## src/rtl/alu_scheduler.sv

```systemverilog
// Two-requester front end for a shared combinational ALU: round-robin grant,
// per-opcode execution latency, and a held response until the consumer takes it.
module alu_scheduler #(
    parameter int MUL_CYC = 4,
    parameter int DIV_CYC = 8
) (
    input  logic       clk,
    input  logic       rst_n,
    input  logic       r0_valid,
    output logic       r0_ready,
    input  logic [5:0] r0_op,
    input  logic [7:0] r0_a,
    input  logic [7:0] r0_b,
    input  logic       r1_valid,
    output logic       r1_ready,
    input  logic [5:0] r1_op,
    input  logic [7:0] r1_a,
    input  logic [7:0] r1_b,
    output logic [5:0] alu_op,
    output logic [7:0] alu_a,
    output logic [7:0] alu_b,
    input  logic [7:0] alu_result,
    output logic       rsp_valid,
    input  logic       rsp_ready,
    output logic       rsp_id,
    output logic [7:0] rsp_result,
    output logic       rsp_err,
    output logic       busy
);

    typedef enum logic [1:0] {
        IDLE = 2'd0,
        EXEC = 2'd1,
        RESP = 2'd2
    } state_t;

    localparam logic [5:0] OP_MUL = 6'b000010;
    localparam logic [5:0] OP_DIV = 6'b000011;
    localparam logic [3:0] MUL_M1 = 4'(MUL_CYC - 1);
    localparam logic [3:0] DIV_M1 = 4'(DIV_CYC - 1);

    function automatic logic op_legal(input logic [5:0] op);
        case (op)
            6'b000000, 6'b000001, 6'b000010, 6'b000011, 6'b000100,
            6'b001000, 6'b001001, 6'b001010, 6'b001011,
            6'b010000, 6'b010001: op_legal = 1'b1;
            default:              op_legal = 1'b0;
        endcase
    endfunction

    state_t     state_q, state_d;
    logic [3:0] cnt_q, cnt_d;
    logic [5:0] op_q, op_d;
    logic [7:0] a_q, a_d;
    logic [7:0] b_q, b_d;
    logic       id_q, id_d;
    logic [7:0] res_q, res_d;
    logic       err_q, err_d;
    // Last requester served; resets to 1 so requester 0 wins the first tie.
    logic       last_q, last_d;

    logic       idle;
    logic       gnt1;
    logic       take;
    logic [5:0] sel_op;
    logic [7:0] sel_a;
    logic [7:0] sel_b;
    logic [3:0] sel_lat_m1;

    assign idle     = (state_q == IDLE);
    assign gnt1     = r1_valid & (~r0_valid | ~last_q);
    assign r0_ready = rst_n & idle & r0_valid & ~gnt1;
    assign r1_ready = rst_n & idle & gnt1;
    assign take     = r0_ready | r1_ready;

    assign sel_op = gnt1 ? r1_op : r0_op;
    assign sel_a  = gnt1 ? r1_a  : r0_a;
    assign sel_b  = gnt1 ? r1_b  : r0_b;

    always_comb begin
        sel_lat_m1 = 4'd0;
        if (sel_op == OP_MUL) begin
            sel_lat_m1 = MUL_M1;
        end else if (sel_op == OP_DIV) begin
            sel_lat_m1 = DIV_M1;
        end
    end

    always_comb begin
        state_d = state_q;
        cnt_d   = cnt_q;
        op_d    = op_q;
        a_d     = a_q;
        b_d     = b_q;
        id_d    = id_q;
        res_d   = res_q;
        err_d   = err_q;
        last_d  = last_q;
        case (state_q)
            IDLE: begin
                if (take) begin
                    op_d = sel_op;
                    a_d  = sel_a;
                    b_d  = sel_b;
                    id_d = gnt1;
                    if (op_legal(sel_op)) begin
                        state_d = EXEC;
                        cnt_d   = sel_lat_m1;
                    end else begin
                        state_d = RESP;
                        res_d   = 8'h00;
                        err_d   = 1'b1;
                    end
                end
            end
            EXEC: begin
                if (cnt_q == 4'd0) begin
                    state_d = RESP;
                    res_d   = alu_result;
                    err_d   = 1'b0;
                end else begin
                    cnt_d = cnt_q - 4'd1;
                end
            end
            RESP: begin
                if (rsp_ready) begin
                    state_d = IDLE;
                    last_d  = id_q;
                end
            end
            default: state_d = IDLE;
        endcase
    end

    always_ff @(posedge clk or negedge rst_n) begin
        if (!rst_n) begin
            state_q <= IDLE;
            cnt_q   <= 4'd0;
            op_q    <= 6'd0;
            a_q     <= 8'd0;
            b_q     <= 8'd0;
            id_q    <= 1'b0;
            res_q   <= 8'd0;
            err_q   <= 1'b0;
            last_q  <= 1'b1;
        end else begin
            state_q <= state_d;
            cnt_q   <= cnt_d;
            op_q    <= op_d;
            a_q     <= a_d;
            b_q     <= b_d;
            id_q    <= id_d;
            res_q   <= res_d;
            err_q   <= err_d;
            last_q  <= last_d;
        end
    end

    // The ALU bus is only driven while an operation is executing.
    assign alu_op     = (state_q == EXEC) ? op_q : 6'd0;
    assign alu_a      = (state_q == EXEC) ? a_q  : 8'd0;
    assign alu_b      = (state_q == EXEC) ? b_q  : 8'd0;
    assign rsp_valid  = (state_q == RESP);
    assign rsp_id     = id_q;
    assign rsp_result = res_q;
    assign rsp_err    = err_q;
    assign busy       = ~idle;

endmodule

```

## config.mk

```make
export PLATFORM = sky130hd
export DESIGN_NAME = alu_scheduler
export DESIGN_NICKNAME = d
export VERILOG_FILES = /design/src/rtl/alu_scheduler.sv
export SDC_FILE = /design/constraint.sdc
export NUM_CORES = 1
export LEC_CHECK = 0
export ABC_CLOCK_PERIOD_IN_PS = 1800
export BUFFER_PORTS_ARGS = -buffer_cell sky130_fd_sc_hd__buf_2
export CORE_ASPECT_RATIO = 1.4
export CORE_MARGIN = 2
export CORE_UTILIZATION = 42
export CTS_CLUSTER_SIZE = 24
export DETAILED_ROUTE_END_ITERATION = 8
export PLACE_DENSITY_LB_ADDON = 0.25
export SLEW_MARGIN = 20
export SYNTH_ARGS = -nofsm -noshare
export SYNTH_HDL_FRONTEND = slang
export SYNTH_SLANG_ARGS = --single-unit
```

## constraint.sdc

```tcl
create_clock -name clk -period 1.8 [get_ports clk]
set_input_delay 0.09 -clock clk [delete_from_list [all_inputs] [get_ports clk]]
set_output_delay 0.09 -clock clk [all_outputs]
set_load 0.05 [all_outputs]
```

; ---- Word level (Yosys, flattened, before mapping)
; Memory sizes are Yosys's and may differ from the RTL's.
; Cells that the tools add are included.
[totals]
regBits = 39
mem_bits_ro = 32
in_bits = 57
output_inout_bits = 36
elab_cells = 68
mem_count = 1
[classes]
addsub = 1
n_eq_ne = 10
muxes = 28
bitwise = 11
n_reduce_logical = 8
[memory_table]
columns = name, depth, width, read_ports, rd_clocked_by_memory_dff, wr, line
row1 = (name not given), 32, 1, 1, 0, 0, 43  ; case (op)
[op_table]
columns = op, count
row1 = 8-bit two-way mux, 7
row2 = 4-bit two-way mux, 4
row3 = 8-bit case mux with 2 select lines, 1
row4 = "6-bit by 2-bit == test with 1-bit output, second input constant", 2
row5 = 6-bit two-way mux, 2
row6 = 2-bit two-way mux, 4
row7 = 4-bit case mux with 2 select lines, 1
row8 = 4-bit AND reduction, 2
row9 = 1-bit two-way mux, 6
row10 = "2-bit by 1-bit != test with 1-bit output, second input constant", 3
row11 = "2-bit != test, second input constant", 3
row12 = 2-bit case mux with 3 select lines, 1
row13 = 1-bit AND, 5
row14 = 4-bit zero test, 1
row15 = 1-bit NOT, 4
row16 = 2-bit AND reduction, 2
row17 = "4-bit by 1-bit subtractor with 4-bit output, second input constant", 1
row18 = 3-bit two-way mux, 1
row19 = 3-bit AND reduction, 1
row20 = "2-bit by 1-bit == test with 1-bit output, second input constant", 1
row21 = "2-bit == test, second input constant", 1
row22 = 2-bit zero test, 1
row23 = 1-bit OR, 2
row24 = 1-bit case mux with 2 select lines, 1
row25 = 2-bit nonzero test, 1

; ---- Depth between registers and ports, before layout
; Gate-level depths: netlist of the first run.
[depth]
depth_word = 11
mapped_depth = 7
ltp_nobuf = 6

; ---- Worst setup path after synthesis of the first run
; OpenSTA, ideal clock, no wires.
[synth_timing]
path_type = flip-flop to flip-flop
from = reg last_q
to = reg cnt_q[2]
setup_ps = 126
t_arrival_ps = 1609
t_required_ps = 1674
setup_slack_ps = 65
stages_incl_launch_ff = 6
n_path_buf = 0
synth_period_minus_slack_ps = 1735
path_cell_list = dfstp_2 > a21boi_1 > mux2i_1 > nand4_4 > and2_4 > o32a_1
[synth_between]
elab_chain_len = 10
word_cells_on_any_way = 22
classes_between = eq/ne: 4 / mux: 9 / bitwise: 7 / reduce/logical: 1 / memory: 1
[synth_rtl]
columns = element, line
row1 = from (decl), 60  ; logic last_q, last_d;
row2 = from (signal assigned), 155  ; last_q <= last_d;
row3 = 1-bit NOT (*), 71  ; assign gnt1 = r1_valid & (~r0_valid | ~last_q);
row4 = 1-bit OR (*), 71
row5 = 1-bit AND (*), 71
row6 = 6-bit two-way mux, 76  ; assign sel_op = gnt1 ? r1_op : r0_op;
row7 = memory 32 x 1 bit / 6-bit by 2-bit == test with 1-bit output (equally long branches), -
row8 = 1-bit two-way mux / 3-bit two-way mux (equally long branches), "43, 84"
row9 = 1-bit two-way mux / 4-bit two-way mux (equally long branches), "101, 82"
row10 = 1-bit two-way mux / 4-bit two-way mux (equally long branches), "99, 106"
row11 = 2-bit by 1-bit != test with 1-bit output (no source line) / 4-bit two-way mux (equally long branches), -
row12 = 4-bit AND reduction (no source line) / 4-bit case mux with 2 select lines (equally long branches), -
row13 = to (signal assigned), 148  ; cnt_q <= cnt_d;
row14 = to (decl), 52  ; logic [3:0] cnt_q, cnt_d;
; Every way passes the cells marked *; elsewhere a longest branch is shown, timed or not. The select of a mux whose other input is x is not followed.
; A chain may end at the register's enable or synchronous reset.

; ---- Worst setup path after layout of the first run
[layout_timing]
from = reg last_q
to = reg res_q[6], in the netlist rsp_result[6]
[layout_between]
elab_chain_len = 10
word_cells_on_any_way = 15
classes_between = eq/ne: 2 / mux: 4 / bitwise: 7 / reduce/logical: 1 / memory: 1
[layout_rtl]
columns = element, line
row1 = 1-bit NOT (*), 71
row2 = 1-bit OR (*), 71
row3 = 1-bit AND (*), 71
row4 = 6-bit two-way mux, 76
row5 = memory 32 x 1 bit, -
row6 = 1-bit two-way mux, 43
row7 = 1-bit two-way mux, 101  ; if (take) begin
row8 = 1-bit two-way mux, 99  ; case (state_q)
row9 = 2-bit != test (no source line), -
row10 = 4-bit AND reduction (no source line) (*), -
row11 = to (signal assigned), 153  ; res_q <= res_d;
row12 = to (decl), 57  ; logic [7:0] res_q, res_d;
; Marked as above.

==> metrics.md, run 1 <==
| Metric | Value |
|---|---|
| EDFF count, synth | `0` |
| Total of max-cap violations | `0` |
| Sequential element share of the synthesized area | `47.5%` |
| Synth area leaders | `dfrtp_1 (46%), mux2i_1 (10%), and2_1 (7.3%)` |
| Gate power share | `53.5%` |
| Synth Register Bits | `39` |
| Post-Syn Instances | `between 200 and 250` |
| Tightest Pin Transition | `~0.49 ns` |
| Overflow after GRT | `0` |
| Top cell type's share of synthesized area | `46.2%` |
| Clk_skew | `0.00497 ns` |
| Global Route Usage Sum | `~18%` |
| DRC Markers | `0` |
| Final Hold Viols | `0` |
| Initial core utilization | `around 43%` |
| Antenna violations before repair | `0` |
| Synth Area per Inst | `10.0 um^2` |
| Net Sw Frac | `between 40 and 50%` |
| Clk pwr share | `15.6%` |
| Cell row count | `30` |
| Cell Int Power | `around 2600 uW` |
| Status | `finished clean` |
| Slew HR | `67.0%` |
| CTS tree | `done` |
| Leakage power | `approximately 0.0014 uW` |
| Ports | `93` |
| Final setup viols | `0` |
| Vias in the first global route | `1794` |
| Crit path DAT | `1.93 ns` |
| Die ar. | `5480 um^2` |
| Seq pwr share | `30.9%` |
| Worst setup SP type | `flip-flop` |
| Syn nets | `263` |
| F_max | `between 500 and 600 MHz` |
| Area growth syn-to-layout | `35.7%` |
| TritonCTS Buffers | `5` |
| Yosys cell types | `43` |
| Die X | `about 63 um` |
| Area leader, netlist | `dfrtp_1` |
| Post-synthesis async set-or-reset flop share | `100%` |
| Crit end category | `flip-flop` |
| Final RePlAce weighted congestion | `0.860` |
| Total wire length | `4690 um` |
| TritonRoute pass-1 iters | `4` |
| VDD IR max | `just under 1000 uV` |
| Clock slew at reported path FFs | `0.07 ns` |
| Skew-Pair Late Insertion Delay | `between 0.2 and 0.3 ns` |
| Core area | `4770 um^2` |
| Commonest non-fill, non-tap cell in the layout | `buf_2` |
| Clk sinks | `39` |
| Fin crit share | `97.1%` |
| RSZ-0062 raised after global routing | `true` |
| CTS max path bufs | `2` |
| ANT cells | `0` |
| HPWL Detailed | `3440 um` |
| Synth warn | `0` |
| Chip height | `~87 um` |
| DRT iter0 DRCs | `between 60 and 70` |
| Power per standard cell area | `1720 nW/um^2` |
| Pins Over Slew Limit | `0` |
| Nets@finish | `360` |
| Port Buffers | `92` |
| Most frequent cells in the layout | `buf_2 (77), dfrtp_1 (38), nor2_1 (28)` |
| WL per Instance | `12.8 um` |
| Clock Tree Root | `clkbuf_8` |
| Net Sw Power | `2230 uW` |
| Critical path type | `reg -> reg` |
| Routed vias/inst | `4.96` |
| First-pass GRT wire length | `about 7700 um` |
| Worst path required time | `1.99 ns` |
| Synthesized cell area | `2060 um^2` |
| Largest net degree at the start of global routing | `45` |
| Top_reg_cell synth | `dfrtp_1` |
| Total power | `4810 uW` |
| Final hold slack | `approximately 0.0038 ns` |
| Vias | `around 1800` |
| Crit path time final | `roughly 1.7 ns` |
| HP Class | `in -> reg` |
| Crit-path max FO | `9` |
| H-tree depth | `2` |
| Fill count | `between 400 and 500` |
| Setup TNS | `0 ns` |
| Antenna Nets Post-Route | `0` |
| Share of post-route cells with drive strength above 1 | `41.3%` |
| Post CTS Setup Buffer Count | `0` |
[power by group through the flow]
stage	sequential [uW]	combinational (uW)	clock, uW
after floorplan	1760	1640	0
after global placement	1500	2460	0
after detailed placement	1500	2490	0
after CTS	1490	2500	767
after global routing	1550	2790	801
final	1490	2580	750
[area by class of cell]
type | count | area, um^2 | area share [%]
inverters | 5 | 18.8 | 0.672
well taps | 64 | 80.1 | 2.87
clock inverters | 2 | 35.0 | 1.26
multi-input cells | 150 | 1030 | 36.8
repair buffers | 101 | 572 | 20.5
clock buffers | 6 | 82.6 | 2.96
flip-flops and latches | 39 | 977 | 35.0
[layer usage]
metal | vias to the layer above | track usage (%) | share of wire, % | wire length (um)
met4 | 0 | 5.86 | 1.1 | 50
met3 | 6 | 5.45 | 6.8 | 320
met5 | - | 0 | 0 | 0
met2 | 64 | 32.1 | 49 | 2310
li1 | 916 | - | - | -
met1 | 836 | 20.1 | 43 | 2010
[worst paths after layout]
kind	to	slack, ns	cells past startpoint	from
setup / recovery	rsp_result[6]	0.05	5	last_q
hold / removal	state_q[1]	0.004	2	rsp_ready
setup reg to reg	rsp_result[6]	0.05	5	last_q
hold reg to reg	rsp_result[7]	0.50	1	rsp_result[7]
max in group asynchronous	last_q	0.99	3	rst_n
min in group asynchronous	b_q[6]	0.45	3	rst_n
[cells in the mapped netlist, types with 2 or more instances]
master,count
dfrtp_1,38
nor2_1,28
a21oi_1,26
and2_1,24
mux2i_1,21
a22o_1,8
clkbuf_1,6
inv_1,5
nand2_1,5
o21ai_0,4
a31oi_1,2
buf_2,2
mux2_2,2
nand3_1,2
nor3_1,2
nor4_1,2
o21a_1,2
[worst max-delay path, stage by stage (launching register included)]
cell,delay [ns]
dfstp_2,0.55
a21boi_4,0.06
a211o_2,0.31
a31oi_1,0.37
o21ai_4,0.14
a22o_1,0.20
[sequential cells by signal, summed over array words and instances (netlist names)]
| name | flops |
|---|---|
| state_q | 2 |
| last_q | 1 |
| cnt_q | 4 |
| a_q | 8 |
| op_q | 6 |
| rsp_err | 1 |
| rsp_result | 8 |
| b_q | 8 |
| rsp_id | 1 |
[metrics by stage]
stage / std cells / instance area, um^2 / worst slack, ns / util (%)
2_1_floorplan: 205 / 2060 / 0.0654 / -
3_3_place_gp: 357 / 2600 / 0.0476 / 54.5
3_5_place_dp: 357 / 2600 / -0.0184 / 54.5
4_1_cts: 366 / 2730 / 0.0293 / 57.3
5_1_grt: 367 / 2790 / -0.0433 / 58.6
6_report: 367 / 2790 / 0.0523 / 58.6
[cells by family after synthesis]
family	synth area share, %
and+or+nand+nor	20.3
AOI/OAI and AO/OA	16.4
DFF	47.5
muxes	11.3
buffers and inverters	3.89
adders and majority gates	0.608
[timing repair]
action                                  CTS  global route
endpoints found under the setup margin    2            33
hold buffers                              1             0
resized for setup                         1            21
gates cloned                              0             1
hold endpoints to repair                 38             0
No activity file was read; power rests on OpenSTA's default activity.
==> run 2, diff against run 1 <==
==> constraint.sdc (replaced) <==
create_clock -name clk -period 1.8 [get_ports clk]
set_input_delay 0 -clock clk [delete_from_list [all_inputs] [get_ports clk]]
set_output_delay 0 -clock clk [all_outputs]
set_load 0.05 [all_outputs]
==> metrics.md, run 2 (synthesized netlist as in run 1, its figures left out) <==
| Metric | Value |
|---|---|
| Status | `finished clean` |
| TritonRoute pass-1 iters | `4` |
| Reg2reg start | `last_q` |
| Area growth syn-to-layout | `38.9%` |
| Slew HR | `67.7%` |
| Power per standard cell area | `1680 nW/um^2` |
| Die ar. | `5480 um^2` |
| Antenna Nets Post-Route | `0` |
| Met3 routed WL | `306 um` |
| ANT cells | `0` |
| First-pass GRT wire length | `7560 um` |
| Die X | `63.1 um` |
| Crit end category | `flip-flop` |
| Vias | `1870` |
| H-tree depth | `2` |
| Critical path type | `reg -> reg` |
| Total of max-cap violations | `0` |
| Pins Over Slew Limit | `0` |
| Nets@finish | `about 370` |
| Leakage power | `0.00145 uW` |
| Tightest Pin Transition | `slightly below 0.5 ns` |
| Uppermost layer routed | `met4` |
| Worst path required time | `1.97 ns` |
| TritonCTS Buffers | `5` |
| RSZ-0062 raised after global routing | `true` |
| Final setup viols | `0` |
| Share of post-route cells with drive strength above 1 | `39.5%` |
| WL met1 | `~2000 um` |
| Clock Tree Root | `clkbuf_8` |
| Vias in the first global route | `1684` |
| HP Class | `in -> reg` |
| Final RePlAce weighted congestion | `~0.85` |
| Design area | `2860 um^2` |
| Cell row count | `30` |
| Commonest non-fill, non-tap cell in the layout | `buf_2` |
| Core area | `4770 um^2` |
| Overflow after GRT | `0` |
| Largest net degree at the start of global routing | `45` |
| Worst setup path startpoint | `last_q` |
| Crit path DAT | `1.91 ns` |
| Crit path time final | `1.74 ns` |
| Skew-Pair Late Insertion Delay | `0.29 ns` |
| Fill count | `a little over 400` |
| Ports | `93` |
| Worst setup SP type | `flip-flop` |
| Port Buffers | `92` |
| Cell Area, Placed | `2610 um^2` |
| Routed vias/inst | `~5` |
| Final Hold Viols | `0` |
| Post CTS Setup Buffer Count | `0` |
| VDD IR max | `between 1000 and 1500 uV` |
| Worst Reg-to-Reg Cells | `5` |
| Chip height | `86.8 um` |
| DRC Markers | `0` |
| Global Route Usage Sum | `17.6%` |
| R2r setup slk | `0.06 ns` |
| HPWL Detailed | `3450 um` |
| CTS max path bufs | `2` |
| Total power | `~4800 uW` |
| Most frequent cells in the layout | `buf_2 (92), dfrtp_1 (38), nor2_1 (28)` |
| Initial core utilization | `43.1%` |
| Cell Count, Final, Fillers Out | `375` |
| Clk_skew | `0.00544 ns` |
| CP endpoint | `cnt_q[2]` |
| F_max | `574 MHz` |
| Worst flop-to-flop path endpoint | `cnt_q[2]` |
| Antenna violations before repair | `0` |
| Crit-path max FO | `6` |
| Final hold slack | `0.00532 ns` |
| DP Cell Count | `approximately 360` |
| Fin crit share | `96.8%` |
| Clock slew at reported path FFs | `0.07 ns` |
| Total wire length | `roughly 4700 um` |
| CTS tree | `done` |
| Met2 wire length | `2310 um` |
| WL per Instance | `approximately 13 um` |
| Clk sinks | `39` |
| DRT iter0 DRCs | `56` |
-- run 2: cell types whose count changed in the layout (fill, tap and decap cells not counted), sizes merged --
| cell | previous run | this run |
|---|---|---|
| buf | 85 | 99 |
| clkbuf | 21 | 6 |
| dlygate4sd3 | 1 | 10 |
-- run 2: layout make-up --
type | instances | area (um^2) | area share [%]
multi-input cells | 150 | 1040 | 36.3
flip-flops and latches | 39 | 977 | 34.2
repair buffers | 109 | 626 | 21.9
clock buffers | 6 | 82.6 | 2.89
well taps | 64 | 80.1 | 2.80
clock inverters | 2 | 35.0 | 1.23
inverters | 5 | 18.8 | 0.657
-- run 2: critical path: stages (launching register included) --
cell      delay, ns
dfstp_2        0.38
a21boi_4       0.22
mux2i_4        0.32
nand4_4        0.16
and2_4         0.19
o32a_1         0.34
-- run 2: per-stage QoR --
stage / setup TNS (ns) / utilization [%] / worst slack [ns]
2_1_floorplan: 0 / - / 0.0654
3_3_place_gp: 0 / 54.8 / 0.0279
3_5_place_dp: -0.0471 / 54.8 / -0.0375
4_1_cts: 0 / 59.4 / 0.0180
5_1_grt: -0.0998 / 59.9 / -0.0198
6_report: 0 / 59.9 / 0.0573
-- run 2: repair_timing --
item                                   4_1_cts  5_1_grt
endpoints found under the hold margin       47        0
resized for setup                            1        3
setup endpoints to repair                    3       11
pin swaps                                    0        1
hold buffers                                10        0
-- run 2: power by group --
group	switching, uW	internal, uW
clock network	299	448
registers	210	1280
logic	1720	832
total	2230	2560
-- run 2: how the worst min path moves through the flow --
| stage | slack (ns) | endpoint | cells past startpoint | start |
|---|---|---|---|---|
| global route | 0.02 | b_q[6] | 3 | r0_b[6] |
| finish | 0.005 | a_q[5] | 3 | r0_a[5] |
| global placement | 0.12 | b_q[2] | 2 | rst_n |
| CTS | 0.003 | b_q[6] | 3 | r0_b[6] |
| floorplan | -0.30 | a_q[0] | 0 | rst_n |
| detailed placement | 0.12 | b_q[2] | 2 | rst_n |
-- run 2: per-layer routing --
layer  GRT usage (%)  vias up
met4            5.45        0
met1            21.6      872
met3            4.94        7
li1                -      927
met2            30.1       64
met5               0        -
==> run 3, diff against run 2 <==
--- a/config.mk
+++ b/config.mk
@@ -7,11 +7,14 @@
 export LEC_CHECK = 0
 export ABC_CLOCK_PERIOD_IN_PS = 1800
 export BUFFER_PORTS_ARGS = -buffer_cell sky130_fd_sc_hd__buf_2
+export CELL_PAD_IN_SITES_DETAIL_PLACEMENT = 0
+export CELL_PAD_IN_SITES_GLOBAL_PLACEMENT = 1
 export CORE_ASPECT_RATIO = 1.4
 export CORE_MARGIN = 2
-export CORE_UTILIZATION = 42
+export CORE_UTILIZATION = 31
 export CTS_CLUSTER_SIZE = 24
 export DETAILED_ROUTE_END_ITERATION = 8
+export GPL_TIMING_DRIVEN = 0
 export PLACE_DENSITY_LB_ADDON = 0.25
 export SLEW_MARGIN = 20
 export SYNTH_ARGS = -nofsm -noshare
==> metrics.md, run 3 (synthesized netlist as in run 1, its figures left out) <==
| Metric | Value |
|---|---|
| Clock Tree Root | `clkbuf_8` |
| Crit path DAT | `between 1.5 and 2 ns` |
| DP Cell Count | `about 370` |
| Vias in the first global route | `1966` |
| Fill count | `658` |
| Cell row count | `35` |
| Final hold slack | `around 0.0086 ns` |
| Area growth syn-to-layout | `46.0%` |
| Fin crit share | `around 97%` |
| Antenna Nets Post-Route | `0` |
| Routed vias/inst | `4.88` |
| VDD IR max | `636 uV` |
| Final RePlAce weighted congestion | `0.757` |
| Hold Path Stages | `3` |
| Crit end category | `flip-flop` |
| Worst setup SP type | `flip-flop` |
| Final setup viols | `0` |
| Worst Reg-to-Reg Cells | `6` |
| CTS tree | `done` |
| Crit-path max FO | `8` |
| Chip height | `100 um` |
| Total of max-cap violations | `0` |
| Setup TNS | `0 ns` |
| Cell Int Power | `between 2000 and 3000 uW` |
| Worst Setup Slack, final | `~0.046 ns` |
| Worst path required time | `1.97 ns` |
| Die X | `72.8 um` |
| Tightest Pin Transition | `~0.48 ns` |
| Seq pwr share | `a little under a third` |
| Initial core utilization | `a little under a third` |
| Final Hold Viols | `0` |
| Crit path time final | `1.75 ns` |
| Antenna violations before repair | `0` |
| Clock slew at reported path FFs | `0.08 ns` |
| Commonest non-fill, non-tap cell in the layout | `buf_2` |
| ANT cells | `0` |
| First-pass GRT wire length | `9070 um` |
| HPWL Detailed | `3880 um` |
| Leakage power | `between 0.0015 and 0.002 uW` |
| Overflow after GRT | `0` |
| Net Sw Power | `2320 uW` |
| Share of post-route cells with drive strength above 1 | `43.2%` |
| Total wire length | `5590 um` |
| Slew HR | `a little under 70%` |
| Die ar. | `about 7300 um^2` |
| Skew-Pair Late Insertion Delay | `0.28 ns` |
| Gate power share | `about 56%` |
| Clk pwr share | `13.2%` |
| TritonCTS Buffers | `5` |
| CTS max path bufs | `2` |
| HP Class | `in -> reg` |
| Clk_skew | `0.00388 ns` |
| WL per Instance | `13.9 um` |
| Largest net degree at the start of global routing | `39` |
| Critical path type | `reg -> reg` |
| Power per standard cell area | `1630 nW/um^2` |
| H-tree depth | `2` |
| Post-place setup slack | `-0.523 ns` |
| Most frequent cells in the layout | `buf_2 (93), dfrtp_1 (36), nor2_1 (28)` |
| F_max | `570 MHz` |
| Cell Count, Final, Fillers Out | `403` |
| TritonRoute pass-1 iters | `4` |
| Core area | `6530 um^2` |
| DRT iter0 DRCs | `53` |
| R2r setup slk | `roughly 0.046 ns` |
| Net Sw Frac | `47.4%` |
| Clk sinks | `39` |
| DRC Markers | `0` |
| Ports | `93` |
| Port Buffers | `92` |
| Status | `finished clean` |
| Nets@finish | `386` |
| Pins Over Slew Limit | `0` |
| Global Route Usage Sum | `15.7%` |
| Final core occ | `between 40% and 50%` |
| Vias | `1965` |
[run 3: per-stage QoR]
| stage | power (uW) | area (um^2) |
|---|---|---|
| 2_1_floorplan | 3410 | 2060 |
| 3_3_place_gp | 4000 | 2610 |
| 3_5_place_dp | 4020 | 2610 |
| 4_1_cts | 4820 | 2890 |
| 5_1_grt | 5250 | 3000 |
| 6_report | 4890 | 3000 |
[run 3: cell type report]
class	count	area, um^2	share of cell area, %
Multi-Input combinational cell	151	1070	35.5
Sequential cell	39	980	32.6
Timing Repair Buffer	117	688	22.9
Clock buffer	8	100	3.33
Tap cell	74	92.6	3.08
Buffer	9	58.8	1.96
Inverter	5	18.8	0.625
[run 3: timing repair]
item / 4_1_cts / 5_1_grt
cloned: 0 / 1
gates resized for setup: 11 / 7
buffers inserted: 4 / 10
hold buffers: 11 / 0
pin swaps: 3 / 4
hold endpoints to repair: 47 / 0
endpoints found under the setup margin: 55 / 16
[run 3: worst max-delay path, cell delays in order, from the launching register on]
cell,delay [ns]
dfstp_2,0.54
a21boi_2,0.08
buf_6,0.15
a211o_4,0.29
a31oi_4,0.26
o21ai_4,0.12
a22o_1,0.20
[run 3: final timing paths]
kind / from / to
min in group asynchronous: rst_n / last_q
worst min-delay path: r0_a[1] / a_q[1]
worst max-delay path: last_q / rsp_result[3]
worst max register to register: last_q / rsp_result[3]
worst min register to register: rsp_err / rsp_err
max in group asynchronous: rst_n / state_q[1]
[run 3: power by group through the flow]
stage               clock network [uW]  logic (uW)  registers [uW]
finish                             647        2750            1500
global route                       715        2980            1550
CTS                                678        2640            1500
detailed placement                   0        2510            1510
floorplan                            0        1640            1760
global placement                     0        2500            1500
[run 3: per-layer routing]
layer  up-vias  global-route usage, %  part of all wire (%)
met2        70                   27.3                    50
li1        965                      -                     -
met3         6                   4.12                   6.0
met4         0                   4.27                  0.98
met1       924                   18.8                    43
met5         -                      0                     0
